**src/rtl/zbt_to_display_if.sv**
```systemverilog
// ZBT read-port bundle between the display fetch engine (master) and the SRAM (slave).
interface zbt_to_display_if;
  logic [18:0] vram_addr;
  logic        vram_we;
  logic [35:0] vram_read_data;

  modport master (
    output vram_addr,
    output vram_we,
    input  vram_read_data
  );

  modport slave (
    input  vram_addr,
    input  vram_we,
    output vram_read_data
  );
endinterface

```
**src/rtl/zbt_to_display.sv**
```systemverilog
// Streams two-pixel ZBT words out as one registered 18-bit pixel per clock, with prefetch.
// Optional generated test pattern: define VRAM_TESTPAT_EN.
module zbt_to_display #(
  parameter logic [10:0] H_ACTIVE    = 11'd1024,
  parameter logic [9:0]  V_ACTIVE    = 10'd768,
  parameter logic [10:0] FETCH_AHEAD = 11'd4
) (
  input  logic               clk,
  input  logic               reset_n,
  input  logic [10:0]        hcount,
  input  logic [9:0]         vcount,
  input  logic               test_mode,
  zbt_to_display_if.master   zbt,
  output logic [17:0]        vr_pixel,
  output logic               vr_pixel_valid,
  output logic [7:0]         frame_count
);

  logic [10:0] hf_s;
  logic        active_s;
  logic [17:0] pixel_next_s;
  logic        unused_s;

  logic [18:0] vram_addr_r;
  logic [35:0] word_r;
  logic [17:0] vr_pixel_r;
  logic        vr_pixel_valid_r;
  logic [7:0]  frame_count_r;
  logic [9:0]  vcount_prev_r;

  // Prefetch column wraps modulo 2^11; a line wrap still fetches from the current vcount.
  assign hf_s     = hcount + FETCH_AHEAD;
  assign active_s = (hcount < H_ACTIVE) && (vcount < V_ACTIVE);

`ifdef VRAM_TESTPAT_EN
  assign unused_s = hf_s[10];

  // Next pixel: generated pattern or the half of the captured word matching hcount parity.
  always_comb begin
    pixel_next_s = 18'd0;
    if (!active_s) begin
      pixel_next_s = 18'd0;
    end else if (test_mode) begin
      pixel_next_s = {hcount[7:2], vcount[7:2], hcount[5:0] ^ vcount[5:0]};
    end else if (hcount[0]) begin
      pixel_next_s = word_r[17:0];
    end else begin
      pixel_next_s = word_r[35:18];
    end
  end
`else
  assign unused_s = hf_s[10] ^ test_mode;

  // Next pixel: the half of the captured word matching hcount parity, black outside the active area.
  always_comb begin
    pixel_next_s = 18'd0;
    if (!active_s) begin
      pixel_next_s = 18'd0;
    end else if (hcount[0]) begin
      pixel_next_s = word_r[17:0];
    end else begin
      pixel_next_s = word_r[35:18];
    end
  end
`endif

  // Address, word capture, pixel output and frame counter registers.
  always_ff @(posedge clk or negedge reset_n) begin
    if (!reset_n) begin
      vram_addr_r      <= 19'd0;
      word_r           <= 36'd0;
      vr_pixel_r       <= 18'd0;
      vr_pixel_valid_r <= 1'b0;
      frame_count_r    <= 8'd0;
      vcount_prev_r    <= 10'd0;
    end else begin
      vram_addr_r      <= {vcount, hf_s[9:1]};
      // Odd-column capture lands the word holding pixels hcount+1 and hcount+2.
      if (hcount[0]) begin
        word_r <= zbt.vram_read_data;
      end
      vr_pixel_r       <= pixel_next_s;
      vr_pixel_valid_r <= active_s;
      vcount_prev_r    <= vcount;
      if ((vcount_prev_r != 10'd0) && (vcount == 10'd0)) begin
        frame_count_r <= frame_count_r + 8'd1;
      end
    end
  end

  assign zbt.vram_addr  = vram_addr_r;
  assign zbt.vram_we    = 1'b0;
  assign vr_pixel       = vr_pixel_r;
  assign vr_pixel_valid = vr_pixel_valid_r;
  assign frame_count    = frame_count_r;

endmodule

```
**src/flat_wrapper.sv**
```systemverilog
// flat-port wrapper written by rule: the top's interface ports become plain ports
module zbt_to_display_flat 
#(
  parameter logic [10:0] H_ACTIVE    = 11'd1024,
  parameter logic [9:0]  V_ACTIVE    = 10'd768,
  parameter logic [10:0] FETCH_AHEAD = 11'd4
)
  (clk, reset_n, hcount, vcount, test_mode, vr_pixel, vr_pixel_valid, frame_count, zbt_vram_addr, zbt_vram_we, zbt_vram_read_data);
  zbt_to_display_if zbt_i ();
  input  logic clk;
  input  logic reset_n;
  input  logic [10:0] hcount;
  input  logic [9:0] vcount;
  input  logic test_mode;
  output logic [17:0] vr_pixel;
  output logic vr_pixel_valid;
  output logic [7:0] frame_count;
  output wire logic [$bits(zbt_i.vram_addr)-1:0] zbt_vram_addr;
  output wire logic [$bits(zbt_i.vram_we)-1:0] zbt_vram_we;
  input wire logic [$bits(zbt_i.vram_read_data)-1:0] zbt_vram_read_data;
  assign zbt_vram_addr = zbt_i.vram_addr;
  assign zbt_vram_we = zbt_i.vram_we;
  assign zbt_i.vram_read_data = zbt_vram_read_data;
  zbt_to_display #(.H_ACTIVE(H_ACTIVE), .V_ACTIVE(V_ACTIVE), .FETCH_AHEAD(FETCH_AHEAD)) u_core (.clk(clk), .reset_n(reset_n), .hcount(hcount), .vcount(vcount), .test_mode(test_mode), .zbt(zbt_i), .vr_pixel(vr_pixel), .vr_pixel_valid(vr_pixel_valid), .frame_count(frame_count));
endmodule
```
**config.mk**
```make
export PLATFORM = sky130hd
export DESIGN_NAME = zbt_to_display_flat
export DESIGN_NICKNAME = d
export VERILOG_FILES = /design/src/rtl/zbt_to_display_if.sv /design/src/rtl/zbt_to_display.sv /design/src/flat_wrapper.sv
export SDC_FILE = /design/constraint.sdc
export NUM_CORES = 1
export LEC_CHECK = 0
export CORE_MARGIN = 2
export CORE_UTILIZATION = 43
export DETAILED_ROUTE_END_ITERATION = 7
export PLACE_DENSITY = 0.78
export SYNTH_ARGS = -nofsm -noshare
export SYNTH_HDL_FRONTEND = slang
export SYNTH_SLANG_ARGS = --single-unit
```
**constraint.sdc**
```tcl
create_clock -name clk -period 2 [get_ports clk]
set_input_delay 0.6 -clock clk [delete_from_list [all_inputs] [get_ports clk]]
set_output_delay 0.6 -clock clk [all_outputs]
set_load 0.01 [all_outputs]
```
==> impl_results.md <==
- Clk sinks: 82
- Clock Latency Late Sink: 0.34 ns
- CP Capture Type: output port
- DRT Wirelength: 6070 um
- Die area: 0.00782 sq mm
- Dpl hpwl: 4360 um
- DR vias: 2135
- Clk_skew: 0.00740 ns
- Max cap viols: 0
- Combinational power share: 13.4%
- Reg-to-reg startpoint: u_core.zbt.vram_addr[14]
- # fillers: 550
- WL/cell: 13.1 um
- Leak: 2.08 nW
- Synth top cells by count: dfrtp_1 (82), nand2_1 (56), a21oi_1 (18), mux2_2 (18), nand2b_1 (18)
- Synth Register Bits: 82
- CP bufs+invs: 1
- Share of layout cells above drive strength 1: 14.1%
- Max Clock Freq: 0.517 GHz
- Clk buf depth: 2
- Number of enable flip-flop cells after synthesis: 0
- Worst ir drop on vdd: 0.453 mV
- Grt ovf: 0
- DRT antenna net count: 0
- First-pass GRT wire length: 9870 um
- Number of diodes: 0
- Initial antenna violation count: 0
- DRC Markers: 0
- Final hold violations: 0
- RePlAce Congestion: 0.675
- Die Width: 88.4 um
- Vias in the first global route: 2200
- # IOs: 107
- HP Class: input port to async pin
- Cts hold-fix bufs: 0
- Avg Cell Area, Syn: 12.4 sq um
- Synthesized net count: 309
- Critical path cell sequence: clkdlybuf4s50_1
- Switching Fraction: 22.7%
- H-tree depth: 3
- 1st-iter DRT viols: 62
- # rows: 30
- Synth Flop Type: dfrtp_1
- Core area: 0.00683 sq mm
- Post-route clock period utilization: 96.7%
- Dpl cell area: 0.00430 sq mm
- Sequential fraction of the synthesis area: 67.0%
- Total GRT Usage: 16.8%
- I/O Buffers: 104
- Reg2reg end: u_core.frame_count[1]
- Postcts setup bufs: 0
- CTS tree: built
- Setup Total Neg Slack: 0 ns
- Yosys cell types: 30
- Power share of the clock group: 33.8%
- Synth area leader: dfrtp_1
- Final Power: 3.44 mW
- Fin. max-slew vios: 0
- Yosys warning count: 0
- WS Path Type: flip-flop to output port
- Async set-reset flop share out of synthesis: 100%
- FF-to-FF setup slack: 0.14 ns
- RSZ-0062 raised after global routing: false
- Clock-pin slew on the worst setup and hold paths: 0.08 ns
- Power density over cell area: 765 mW/mm^2
- Setup Viol. Count Final: 0
- Vias per inst: 4.60
- Pre-CTS setup slack: -0.322 ns
- Die Y: 88.4 um
- Drt pass-1 iters: 4
- Largest net degree at the start of global routing: 73
- Clock buffer count from CTS: 9
- Final Cell Area: 0.00450 sq mm
- CP peak stage delay: 0.57 ns
- Final min period: 1.93 ns
- Crit path launch type: flip-flop
- Cell count after synthesis: 247
- Initial core utilization: 44.9%
- Family with the most delay on the worst path: buffers and inverters
- CP Data Required Time: 1.40 ns
- Final WS setup: 0.0652 ns
- Sw Pwr: 0.781 mW
- Critical Path Fanout Max: 5
- Largest cells by area after synthesis: dfrtp_1 (67%), nand2_1 (6.9%), mux2_2 (6.6%), nand2b_1 (3.7%), a21oi_1 (2.9%)
- Seq pwr share: 52.8%
- Layout area overhead: 47.0%
- Status: finished clean
- Clock root cell: clkbuf_8
- Final Util: 65.9%
- Nets: 425
- Reg2reg path depth: 4
- Synthesized area: 0.00306 sq mm
- Worst Path Arrival: 1.33 ns
- Yosys top cell area share: 67.0%
- Count leader, synth: dfrtp_1
- Cell Int Power: 2.66 mW
- Slowest CP cell: clkdlybuf4s50_1
==> power by group through the flow <==
stage                     Clock, mW  Sequential, mW  Combinational, mW
final                          1.16            1.82              0.460
after CTS                      1.21            1.82              0.468
after floorplan                   0            1.87              0.140
after global placement            0            1.85              0.457
after detailed placement          0            1.85              0.467
after global routing           1.27            1.83              0.507
==> flip-flops by register name, indices dropped and copies added (netlist names) <==
name / cells
u_core.zbt.vram_addr: 18
u_core.word_r: 36
u_core.vr_pixel_valid: 1
u_core.vcount_prev_r: 1
u_core.vr_pixel: 18
u_core.frame_count: 8
==> routing by layer <==
layer,wire length (um),GRT usage (%),up-vias,part of all wire (%)
met3,376,4.01,12,6.2
met5,0,0,-,0
met4,134,8.95,0,2.2
met2,3040,28.7,71,50
li1,-,-,1043,-
met1,2520,19.7,1009,42
==> area by class of cell <==
cell class                 instances  area, sq um  area share [%]
inverter                           2         7.51           0.167
sequential                        82         2050            45.6
timing repair buffer             116         1160            25.8
clock buffer                      12          145            3.22
multi-input combinational        152          966            21.5
clock inverter                     4         51.3            1.14
tap                               96          120            2.67
==> cells by family (layout without fill, tap and decap cells) <==
logic type / after synthesis / after routing / share of synthesized area, %
buf+inv: 13 / 134 / 1.72
simple gates: 98 / 98 / 16.4
xor+xnor: 13 / 13 / 3.72
compound gates: 19 / 19 / 3.19
flops: 82 / 82 / 67.0
mux: 19 / 19 / 7.10
fa+ha+maj: 2 / 2 / 0.817
other cells: 1 / 1 / 0.122
==> timing repair <==
item                                    in CTS  in global routing
gates resized for setup                      0                  1
endpoints found under the hold margin        0                  0
endpoints found under the setup margin       0                  1
==> cells in the final DEF, fill, tap and decap left out, types with 2 or more instances in the layout <==
cell	count
xor2_1	8
clkdlybuf4s50_1	102
ha_1	2
xnor2_1	5
nor2_1	2
nand2_1	56
inv_1	2
mux2_2	18
and3_1	5
buf_12	3
nand3_1	3
a21oi_1	18
clkbuf_1	2
clkbuf_8	10
buf_4	10
nand2b_1	18
dfrtp_1	82
==> metrics by stage <==
stage / hold slack [ns] / std cells
finish: 0.164 / 464
global route: 0.177 / 464
CTS: 0.161 / 464
detailed placement: 0.457 / 448
global placement: 0.455 / 448
floorplan: 0.304 / 247
==> worst max path at each step <==
stage | start | endpoint | cells after the start
6_report | u_core.frame_count[3] | frame_count[3] | 1
5_1_grt | vcount[8] | u_core.frame_count[1] | 6
4_1_cts | vcount[9] | u_core.frame_count[1] | 5
3_5_place_dp | vcount[9] | u_core.frame_count[1] | 5
3_3_place_gp | vcount[8] | u_core.frame_count[1] | 6
2_1_floorplan | u_core.zbt.vram_addr[14] | u_core.frame_count[1] | 4
(Power assumes the default switching activity.)
